### src/rtl/audio_dcblock.sv
// rtl/audio_dcblock.sv - stereo decimator with per-channel first-order DC-blocking IIR
module audio_dcblock #(
    parameter int DIV = 1167,
    parameter int K   = 10
) (
    input  logic               clock,
    input  logic               reset,
    input  logic               ce,
    input  logic               bypass,
    input  logic [14:0]        inL,
    input  logic [14:0]        inR,
    output logic signed [15:0] left,
    output logic signed [15:0] right,
    output logic               strb
);

    localparam int CW = $clog2(DIV);

    typedef enum logic [1:0] {IDLE, CL, CR, OUT} state_t;

    state_t             state;
    logic [CW-1:0]      cnt;
    logic               tick;
    logic               prime;
    logic signed [15:0] xl, xr, xpl, xpr;
    logic signed [25:0] al, ar;

    logic signed [15:0] sel_x, sel_xp;
    logic signed [25:0] sel_a, step, leak, a_next;
    logic signed [16:0] diff;

    assign tick = ce && (cnt == CW'(DIV - 1));

    // One adder chain shared by both channels; CR selects the right-hand operands.
    always_comb begin
        sel_x  = (state == CR) ? xr  : xl;
        sel_xp = (state == CR) ? xpr : xpl;
        sel_a  = (state == CR) ? ar  : al;
        diff   = {sel_x[15], sel_x} - {sel_xp[15], sel_xp};
        step   = {diff[16], diff, 8'h00};
        leak   = sel_a >>> K;
        a_next = sel_a + step - leak;
    end

    function automatic logic signed [15:0] sat16(input logic signed [17:0] y);
        if (y > 18'sd32767)
            return 16'sh7fff;
        else if (y < -18'sd32768)
            return 16'sh8000;
        else
            return y[15:0];
    endfunction

    always_ff @(posedge clock or negedge reset) begin
        if (!reset) begin
            state <= IDLE;
            cnt   <= '0;
            prime <= 1'b1;
            xl    <= '0;
            xr    <= '0;
            xpl   <= '0;
            xpr   <= '0;
            al    <= '0;
            ar    <= '0;
            left  <= '0;
            right <= '0;
            strb  <= 1'b0;
        end else begin
            strb <= 1'b0;
            if (ce)
                cnt <= tick ? '0 : cnt + CW'(1);
            case (state)
                IDLE: begin
                    if (tick) begin
                        xl    <= $signed({1'b0, inL}) - 16'sh4000;
                        xr    <= $signed({1'b0, inR}) - 16'sh4000;
                        state <= CL;
                    end
                end
                CL: begin
                    if (bypass)
                        al <= '0;
                    else if (!prime)
                        al <= a_next;
                    xpl   <= xl;
                    state <= CR;
                end
                CR: begin
                    if (bypass)
                        ar <= '0;
                    else if (!prime)
                        ar <= a_next;
                    xpr   <= xr;
                    state <= OUT;
                end
                OUT: begin
                    strb <= 1'b1;
                    // Bypass re-arms priming so leaving it does not produce a step.
                    if (bypass) begin
                        left  <= xl;
                        right <= xr;
                        prime <= 1'b1;
                    end else begin
                        left  <= sat16(al[25:8]);
                        right <= sat16(ar[25:8]);
                        prime <= 1'b0;
                    end
                    state <= IDLE;
                end
                default: state <= IDLE;
            endcase
        end
    end

endmodule

### config.mk
export PLATFORM = sky130hd
export DESIGN_NAME = audio_dcblock
export DESIGN_NICKNAME = d
export VERILOG_FILES = /design/src/rtl/audio_dcblock.sv
export SDC_FILE = /design/constraint.sdc
export NUM_CORES = 1
export LEC_CHECK = 0
export CAP_MARGIN = 25
export CORE_MARGIN = 3
export CORE_UTILIZATION = 50
export DETAILED_ROUTE_END_ITERATION = 7
export MAX_ROUTING_LAYER = met4
export PLACE_DENSITY = 0.69
export SLEW_MARGIN = 20
export SYNTH_ARGS = -nofsm -noshare
export SYNTH_HDL_FRONTEND = slang
export SYNTH_SLANG_ARGS = --single-unit
### constraint.sdc
create_clock -name clock -period 12.9 [get_ports clock]
set_input_delay 3.225 -clock clock [delete_from_list [all_inputs] [get_ports clock]]
set_output_delay 3.225 -clock clock [all_outputs]
set_load 0.02 [all_outputs]
Yosys cells after proc, flatten, opt, wreduce, memory -nomap -nowiden --
Cells that the tools add are included.
Storage, ports and cells: flip-flop bits (word level) 163, latch bits 0, bits in writable memories 0, memory bits (read-only) 0, input port bits 34, output and inout bits 33, logic and storage cells 49, memories kept 0
Cells by class: add/sub/neg operators 6, $mul 0, divide/modulo/power cells 0, $lt $le $gt $ge 4, equal/unequal tests 6, shift operators 0, muxes and demuxes 16, bitwise gates (word level) 0, reductions and logical operators 5
Operators with widths (number):
- two-way mux 16 bit | 8
- two-way mux 26 bit | 3
- greater-than comparator 18 x 16 -> 1 bit, second input constant | 2
- < comparator 18 x 16 -> 1 bit, second input constant | 2
- subtractor 15 x 15 -> 16 bit, second input constant | 2
- adder 26 x 25 -> 26 bit | 1
- subtractor 26 x 16 -> 26 bit | 1
- subtractor 16 x 16 -> 17 bit | 1
- adder 11 x 1 -> 11 bit, second input constant | 1
- equality test 11 bit, second input constant | 1
- two-way mux 11 bit | 1
- case mux 2 bit (4 select lines) | 1
- AND reduction 2 bit | 3
- equality test 2 bit, second input constant | 2
- inequality test 2 bit, second input constant | 2
- equality test 2 x 1 -> 1 bit, second input constant | 1
- logical NOT 2 bit | 1
- two-way mux 1 bit | 2
- two-way mux 2 bit | 1
- logical AND 1 bit | 1

Logic depth before layout (Yosys ltp) --
Gate-level depths: netlist (run 1).
depth after elaboration 7, mapped depth 25, mapped depth without buffers 22

Worst setup path before layout (run 1) --
No wires, ideal clock.
path type register to register, from reg state[0], to reg al[24], library setup time 0.069 ns, arrival 5.247 ns, required time 12.831 ns, setup slack 7.584 ns, stages on the path, launching flop included 24, path buffers 2, clock period less this slack 5.316 ns, path through dfrtp_1 -> inv_1 -> ha_1 -> clkbuf_1 -> clkbuf_1 -> mux2_2 -> ha_1 -> inv_1 -> fa_1 -> a21oi_1 -> o21ai_0 -> a21oi_1 -> a21oi_1 -> a21o_1 -> a21oi_1 -> xnor2_1 -> fa_1 -> ha_1 -> a21oi_1 -> o21bai_1 -> a41o_1 -> o21bai_1 -> or4_1 -> nand3_1
Between the ends: cells in the longest elaborated chain, start to end 7, elaborated cells between the ends (all ways) 11, those cells by class add/sub: 3; eq/ne: 2; mux: 5; reduce/logical: 1
RTL lines:
- from (decl) | line 21 | state_t state;
- from (signal assigned) | line 56 | state <= IDLE;
- from (signal assigned) | line 77 | state <= CL;
- from (signal assigned) | line 86 | state <= CR;
- equality test 2 bit | line 36, 37, 38
- two-way mux 16 bit (on tied branches) | line 36, 37
- subtractor 16 x 16 -> 17 bit | line 39 | diff = {sel_x[15], sel_x} - {sel_xp[15], sel_xp};
- adder 26 x 25 -> 26 bit | line 42 | a_next = sel_a + step - leak;
- subtractor 26 x 16 -> 26 bit | line 42
- two-way mux 26 bit | line 83 | else if (!prime)
- two-way mux 26 bit
- to (signal assigned) | line 84 | al <= a_next;
- to (decl) | line 26 | logic signed [25:0] al, ar;
Parallel ways exist; a longest one is shown, timed or not. The select of a mux whose other input is x is not followed. A chain may end at the register's enable or synchronous reset.

Worst setup path in the final report (run 1) --
from reg state[0], to reg al[25]
The elaborated chain is that of the path after synthesis.

==> impl_metrics.json, run 1 <==
{
  "slew_headroom_pct": 39.4,
  "maxCapViolCount": 0,
  "power_density_mw_per_mm2": 97.0,
  "finClkSkew_ps": 12.3,
  "antenna_found_initial": 0,
  "routed-via-count": 7619,
  "clock_latency_ps": 440,
  "hold_end": "al[4]",
  "required_ps": 13240,
  "syn_area_per_cell_sq_um": 9.86,
  "clk_pin_slew_ps": 70,
  "rrSetupSlack_ps": 6860,
  "post-cts-setup-buffers": 0,
  "reg2reg_from": "state[0]",
  "rows": 50,
  "setup_viol": 0,
  "tns_ps": 0,
  "cp-end-kind": "register",
  "critical_path_class": "register to register",
  "die_y_um": 147,
  "rsz0062_at_grt": "no",
  "p_leak_nw": 5.09,
  "die_x_um": 147,
  "tightest_slew_ps": 910,
  "timing.final.ws_setup_ps": 6860,
  "crit_fanout": 51,
  "mostFrequentLayoutCell": "dfrtp_1",
  "fin_crit_sh_pct": 46.8,
  "crit_path_start_kind": "register",
  "cts_made_buffers": 17,
  "hp-class": "register to register",
  "grt_overflow": 0,
  "synthFlopType": "dfrtp_1",
  "syn_to_final_growth_pct": 15.0,
  "drc": 0,
  "max_freq_mhz": 165,
  "arrival_ps": 6380,
  "postRouteAntennaNets": 0,
  "io_pins": 67,
  "grt_pass1_vias": 7447,
  "use_met3_pct": 3.29,
  "initial_utilization_pct": 51.8,
  "grtUsageMet2_pct": 38.1,
  "final_layout_size_suffix_gt1_share_pct": 12.5,
  "async_flop_share_pct": 100,
  "final.min_clock_period_ps": 6040,
  "postLayoutCellArea_sq_mm": 0.0114,
  "ys_types": 71,
  "hold_buffers": 0,
  "clock-sinks": 159,
  "syn_nets": 1110,
  "placed_area_sq_mm": 0.0107,
  "place.gp.congestion": 0.894,
  "worst_hold_startpoint": "al[4]",
  "slew_violations": 0,
  "ys_warn_count": 0,
  "vias_per_cell": 5.78,
  "synth_seq_cells": 159,
  "wl_um": 24300,
  "nets": 1153,
  "timing.rr.end": "al[25]",
  "netlist_instances": 1002,
  "drt_iter0_drc": 545,
  "grt_usage_pct": 23.8,
  "core-area_sq_mm": 0.0191,
  "clk_path_buf_depth": 2,
  "dieArea_sq_mm": 0.0215,
  "synth.yosys.seq_area_share_pct": 40.3,
  "diodes": 0,
  "grt_max_degree": 86,
  "grt_pass1_wl_um": 39700,
  "cts_tree": "yes",
  "io_buffers": 66,
  "wl_per_cell_um": 18.4,
  "cts-htree-levels": 4,
  "dr.pass1.iters": 5,
  "busiest_layer": "met2",
  "grt_util_met1_pct": 31.6,
  "finalHoldViolCount": 0,
  "reg2regPathDepth": 22,
  "ir_drop_mv": 0.107,
  "status": "finished clean",
  "holdPathStages": 2,
  "hpwl_um": 17200,
  "place_ws_ps": 6910,
  "synthesis.area_sq_mm": 0.00988,
  "synth_edf_count": 0,
  "ctsResizeCount": 0,
  "root_buffer": "clkbuf_16",
  "power_mw": 1.10,
  "final_cell_mix": "158 x dfrtp_1, 95 x nand2_1, 73 x o21ai_0"
}
==> how the worst max path moves through the flow <==
stage,start,end,slack (ps)
6_report,state[0],al[25],6860
5_1_grt,state[0],al[25],6290
4_1_cts,state[0],al[25],6910
3_5_place_dp,state[0],al[25],6910
3_3_place_gp,state[0],al[24],7070
2_1_floorplan,state[0],al[24],7580
==> synth_stat cells, types with 18 or more instances <==
cell      count  area [sq um]
o21ai_0      73           365
inv_1        66           248
nand2_1      95           357
mux2i_1      30           300
dfrtp_1     158          3950
mux2_2       66           743
nor2_1       65           244
a22o_1       18           158
ha_1         55           688
fa_1         19           380
clkbuf_1     38           143
nand3_1      18          90.1
a21oi_1      57           285
==> per-layer routing <==
layer | wire (um) | up-vias
li1 | - | 3646
met1 | 11200 | 3754
met2 | 11600 | 179
met3 | 874 | 40
met4 | 539 | 0
met5 | 0 | -
==> critical path, stage by stage (launching register included) <==
cell and delay [ps]:
dfrtp_1 400, inv_1 150, ha_2 810, mux2i_1 280, ha_1 190, inv_1 60
fa_1 400, a21oi_1 190, o21ai_0 160, a21oi_1 330, a21oi_1 170, a21o_1 200
a21oi_1 160, xnor2_1 170, fa_1 460, ha_1 390, a21oi_1 270, o21ai_0 190
a31oi_1 270, a311oi_1 100, a221oi_2 240, xnor2_1 120, o31ai_1 220
==> state kept, by name, indices dropped and copies added (netlist names) <==
name,flops
al,26
ar,26
left,16
right,16
xl,15
xpl,15
xpr,15
xr,15
cnt,11
state,2
prime,1
strb,1
==> cells by family after synthesis <==
logic type	synth area share, %
AO/OA/AOI/OAI	17.6
multiplexers	10.6
XOR/XNOR	3.01
buffers and inverters	4.66
AND/OR/NAND/NOR	13.1
adder cells (fa/ha/maj)	10.8
flip-flops	40.3
==> power breakdown <==
| part | switching [mW] | internal (mW) |
|---|---|---|
| Combinational | 0.0229 | 0.0195 |
| Sequential | 0.00965 | 0.507 |
| Clock | 0.231 | 0.312 |
| Total | 0.264 | 0.838 |
==> area by class of cell <==
cell class | instances | area (sq um)
inverters | 66 | 248
clock buffers | 17 | 425
multi-input cells | 727 | 5440
fillers | 1669 | 7720
flip-flops and latches | 159 | 3980
clock inverters | 15 | 201
repair buffers | 74 | 737
well taps | 260 | 325
==> per-stage QoR <==
stage | utilization (%) | cells | hold slack, ps
final | 59.5 | 1318 | 475
after global routing | 59.5 | 1318 | 501
after CTS | 59.4 | 1317 | 477
after detailed placement | 56.1 | 1285 | 462
after global placement | 56.1 | 1285 | 457
after floorplan | - | 1002 | 443
Note: power is estimated with default switching activity, not from simulation.
==> inputs of run 2 (changes only) <==
Settings changed: PLACE_DENSITY 0.69 to 0.72.
Clock period 12.9 ns to 5.4 ns, I/O delays scaled along.
==> run 2 against run 1 <==
Net effect: power up 140%; sequential power rose by 140%; maximum frequency is 19% higher; register-to-register slack worse by 6500 ps; worst hold slack got worse by 2.9 ps; flip-flop and latch count unchanged; setup slack got worse by 6500 ps; non-clock buffer count is 9 higher; final cell count grew 0.68%; utilization is 0.60 points higher; wire length is 2.4% higher; clock power is 140% higher; critical endpoint unchanged.
==> impl_metrics.json, run 2 (same netlist as run 1, synthesis figures left out) <==
{
  "status": "finished clean",
  "postLayoutCellArea_sq_mm": 0.0115,
  "final_cell_mix": "158 x dfrtp_1, 95 x nand2_1, 70 x o21ai_0",
  "finalHoldViolCount": 0,
  "clk_path_buf_depth": 2,
  "crit_fanout": 15,
  "syn_to_final_growth_pct": 16.2,
  "dpl.cell_count": 1293,
  "die_y_um": 147,
  "core-area_sq_mm": 0.0191,
  "combPwrFrac_pct": 3.9,
  "maxCapViolCount": 0,
  "vias_per_cell": 5.87,
  "wl_um": 24900,
  "cp-end-kind": "register",
  "antenna_found_initial": 0,
  "clockPowerShare_pct": 49.1,
  "power_density_mw_per_mm2": 229,
  "hold_buffers": 0,
  "routed-via-count": 7785,
  "clock_latency_ps": 430,
  "wl_per_cell_um": 18.7,
  "multi_input_area_sq_mm": 0.00549,
  "switchingPower_mw": 0.622,
  "hpwl_um": 18200,
  "grt_pass1_vias": 7631,
  "clk_pin_slew_ps": 70,
  "fin_crit_sh_pct": 93.7,
  "crit_path_start_kind": "register",
  "slew_violations": 0,
  "cts_made_buffers": 17,
  "netSwitchingFraction_pct": 23.7,
  "final.min_clock_period_ps": 5060,
  "mostFrequentLayoutCell": "dfrtp_1",
  "slew_headroom_pct": 41.7,
  "critical_path_class": "register to register",
  "io_buffers": 66,
  "power_mw": 2.63,
  "top_regs": "al x26, ar x26",
  "seqPwrFrac_pct": 47.0,
  "timing.hold.ws_ps": 472,
  "grt_overflow": 0,
  "area.sequential_sq_mm": 0.00398,
  "p_leak_nw": 5.14,
  "clock-sinks": 159,
  "finClkSkew_ps": 10.5,
  "rrSetupSlack_ps": 340,
  "grt_max_degree": 110,
  "nets": 1162,
  "internal_power_mw": 2.00,
  "nFillCells": 1637,
  "placed_area_sq_mm": 0.0108,
  "initial_utilization_pct": 51.8,
  "cts-htree-levels": 4,
  "diodes": 0,
  "ir_drop_mv": 0.202,
  "rsz0062_at_grt": "no",
  "final_util_pct": 60.1,
  "final_layout_size_suffix_gt1_share_pct": 14.2,
  "grt_usage_pct": 24.1,
  "io_pins": 67,
  "arrival_ps": 5380,
  "postRouteAntennaNets": 0,
  "die_x_um": 147,
  "dr.pass1.iters": 6,
  "drt_iter0_drc": 583,
  "max_freq_mhz": 198,
  "place.gp.congestion": 0.919,
  "hp-class": "register to register",
  "tns_ps": 0,
  "root_buffer": "clkbuf_16",
  "tightest_slew_ps": 872,
  "timing.final.ws_setup_ps": 338,
  "dieArea_sq_mm": 0.0215,
  "required_ps": 5720,
  "fin_cells": 1327,
  "setup_viol": 0,
  "grt_pass1_wl_um": 40400,
  "place_ws_ps": -10.5,
  "cts_tree": "yes",
  "drc": 0,
  "rows": 50
}
run 2: cell count changes in the layout (fill, tap and decap cells not counted), sizes merged:
cell / before / now
buf: 10 / 19
run 2: timing repair:
| item | CTS | global route |
|---|---|---|
| endpoints found under the setup margin | 2 | 4 |
| gates resized for setup | 3 | 13 |
| setup buffers | 0 | 1 |
run 2: layout make-up:
cell class / count / share of cell area (%)
clock buffers: 17 / 3.71
clock inverters: 15 / 1.74
inverters: 66 / 2.16
multi-input cells: 727 / 47.8
flip-flops and latches: 159 / 34.7
well taps: 260 / 2.83
repair buffers: 83 / 7.08
run 2: layer usage:
| layer | GRT usage [%] | routed length, um | vias to the layer above | share of wire (%) |
|---|---|---|---|---|
| met4 | 7.34 | 541 | 0 | 2.2 |
| met5 | - | 0 | - | 0 |
| met1 | 31.3 | 11300 | 3853 | 45 |
| met2 | 39.2 | 12000 | 204 | 48 |
| met3 | 3.76 | 1070 | 42 | 4.3 |
| li1 | - | - | 3686 | - |
run 2: worst max-delay path: stages (launching register included):
cell and delay (ps):
dfrtp_1 410, inv_2 130, ha_2 270, buf_6 230, mux2i_1 220, ha_1 250
o21ai_1 140, a21oi_1 200, a21bo_2 280, a221oi_2 350, nand3_1 120, a31o_2 260
fa_1 440, ha_1 420, inv_1 90, nor2_1 160, a31oi_1 120, a311oi_1 350
a221oi_2 80, xnor2_1 170, o31ai_1 240
run 2: final timing paths:
kind / from / endpoint / depth (start not counted)
max: state[0] / al[25] / 20
min: ar[5] / ar[5] / 2
max reg2reg: state[0] / al[25] / 20
min reg2reg: ar[5] / ar[5] / 2
max in group asynchronous: reset / xpr[8] / 3
min in group asynchronous: reset / xr[3] / 1
run 2: power groups by stage:
| stage | combinational, mW | clock, mW | sequential [mW] |
|---|---|---|---|
| after global placement | 0.0991 | 0 | 1.26 |
| after global routing | 0.117 | 1.36 | 1.24 |
| after detailed placement | 0.103 | 0 | 1.26 |
| after floorplan | 0.0439 | 0 | 1.25 |
| after CTS | 0.103 | 1.31 | 1.23 |
| final | 0.103 | 1.29 | 1.23 |
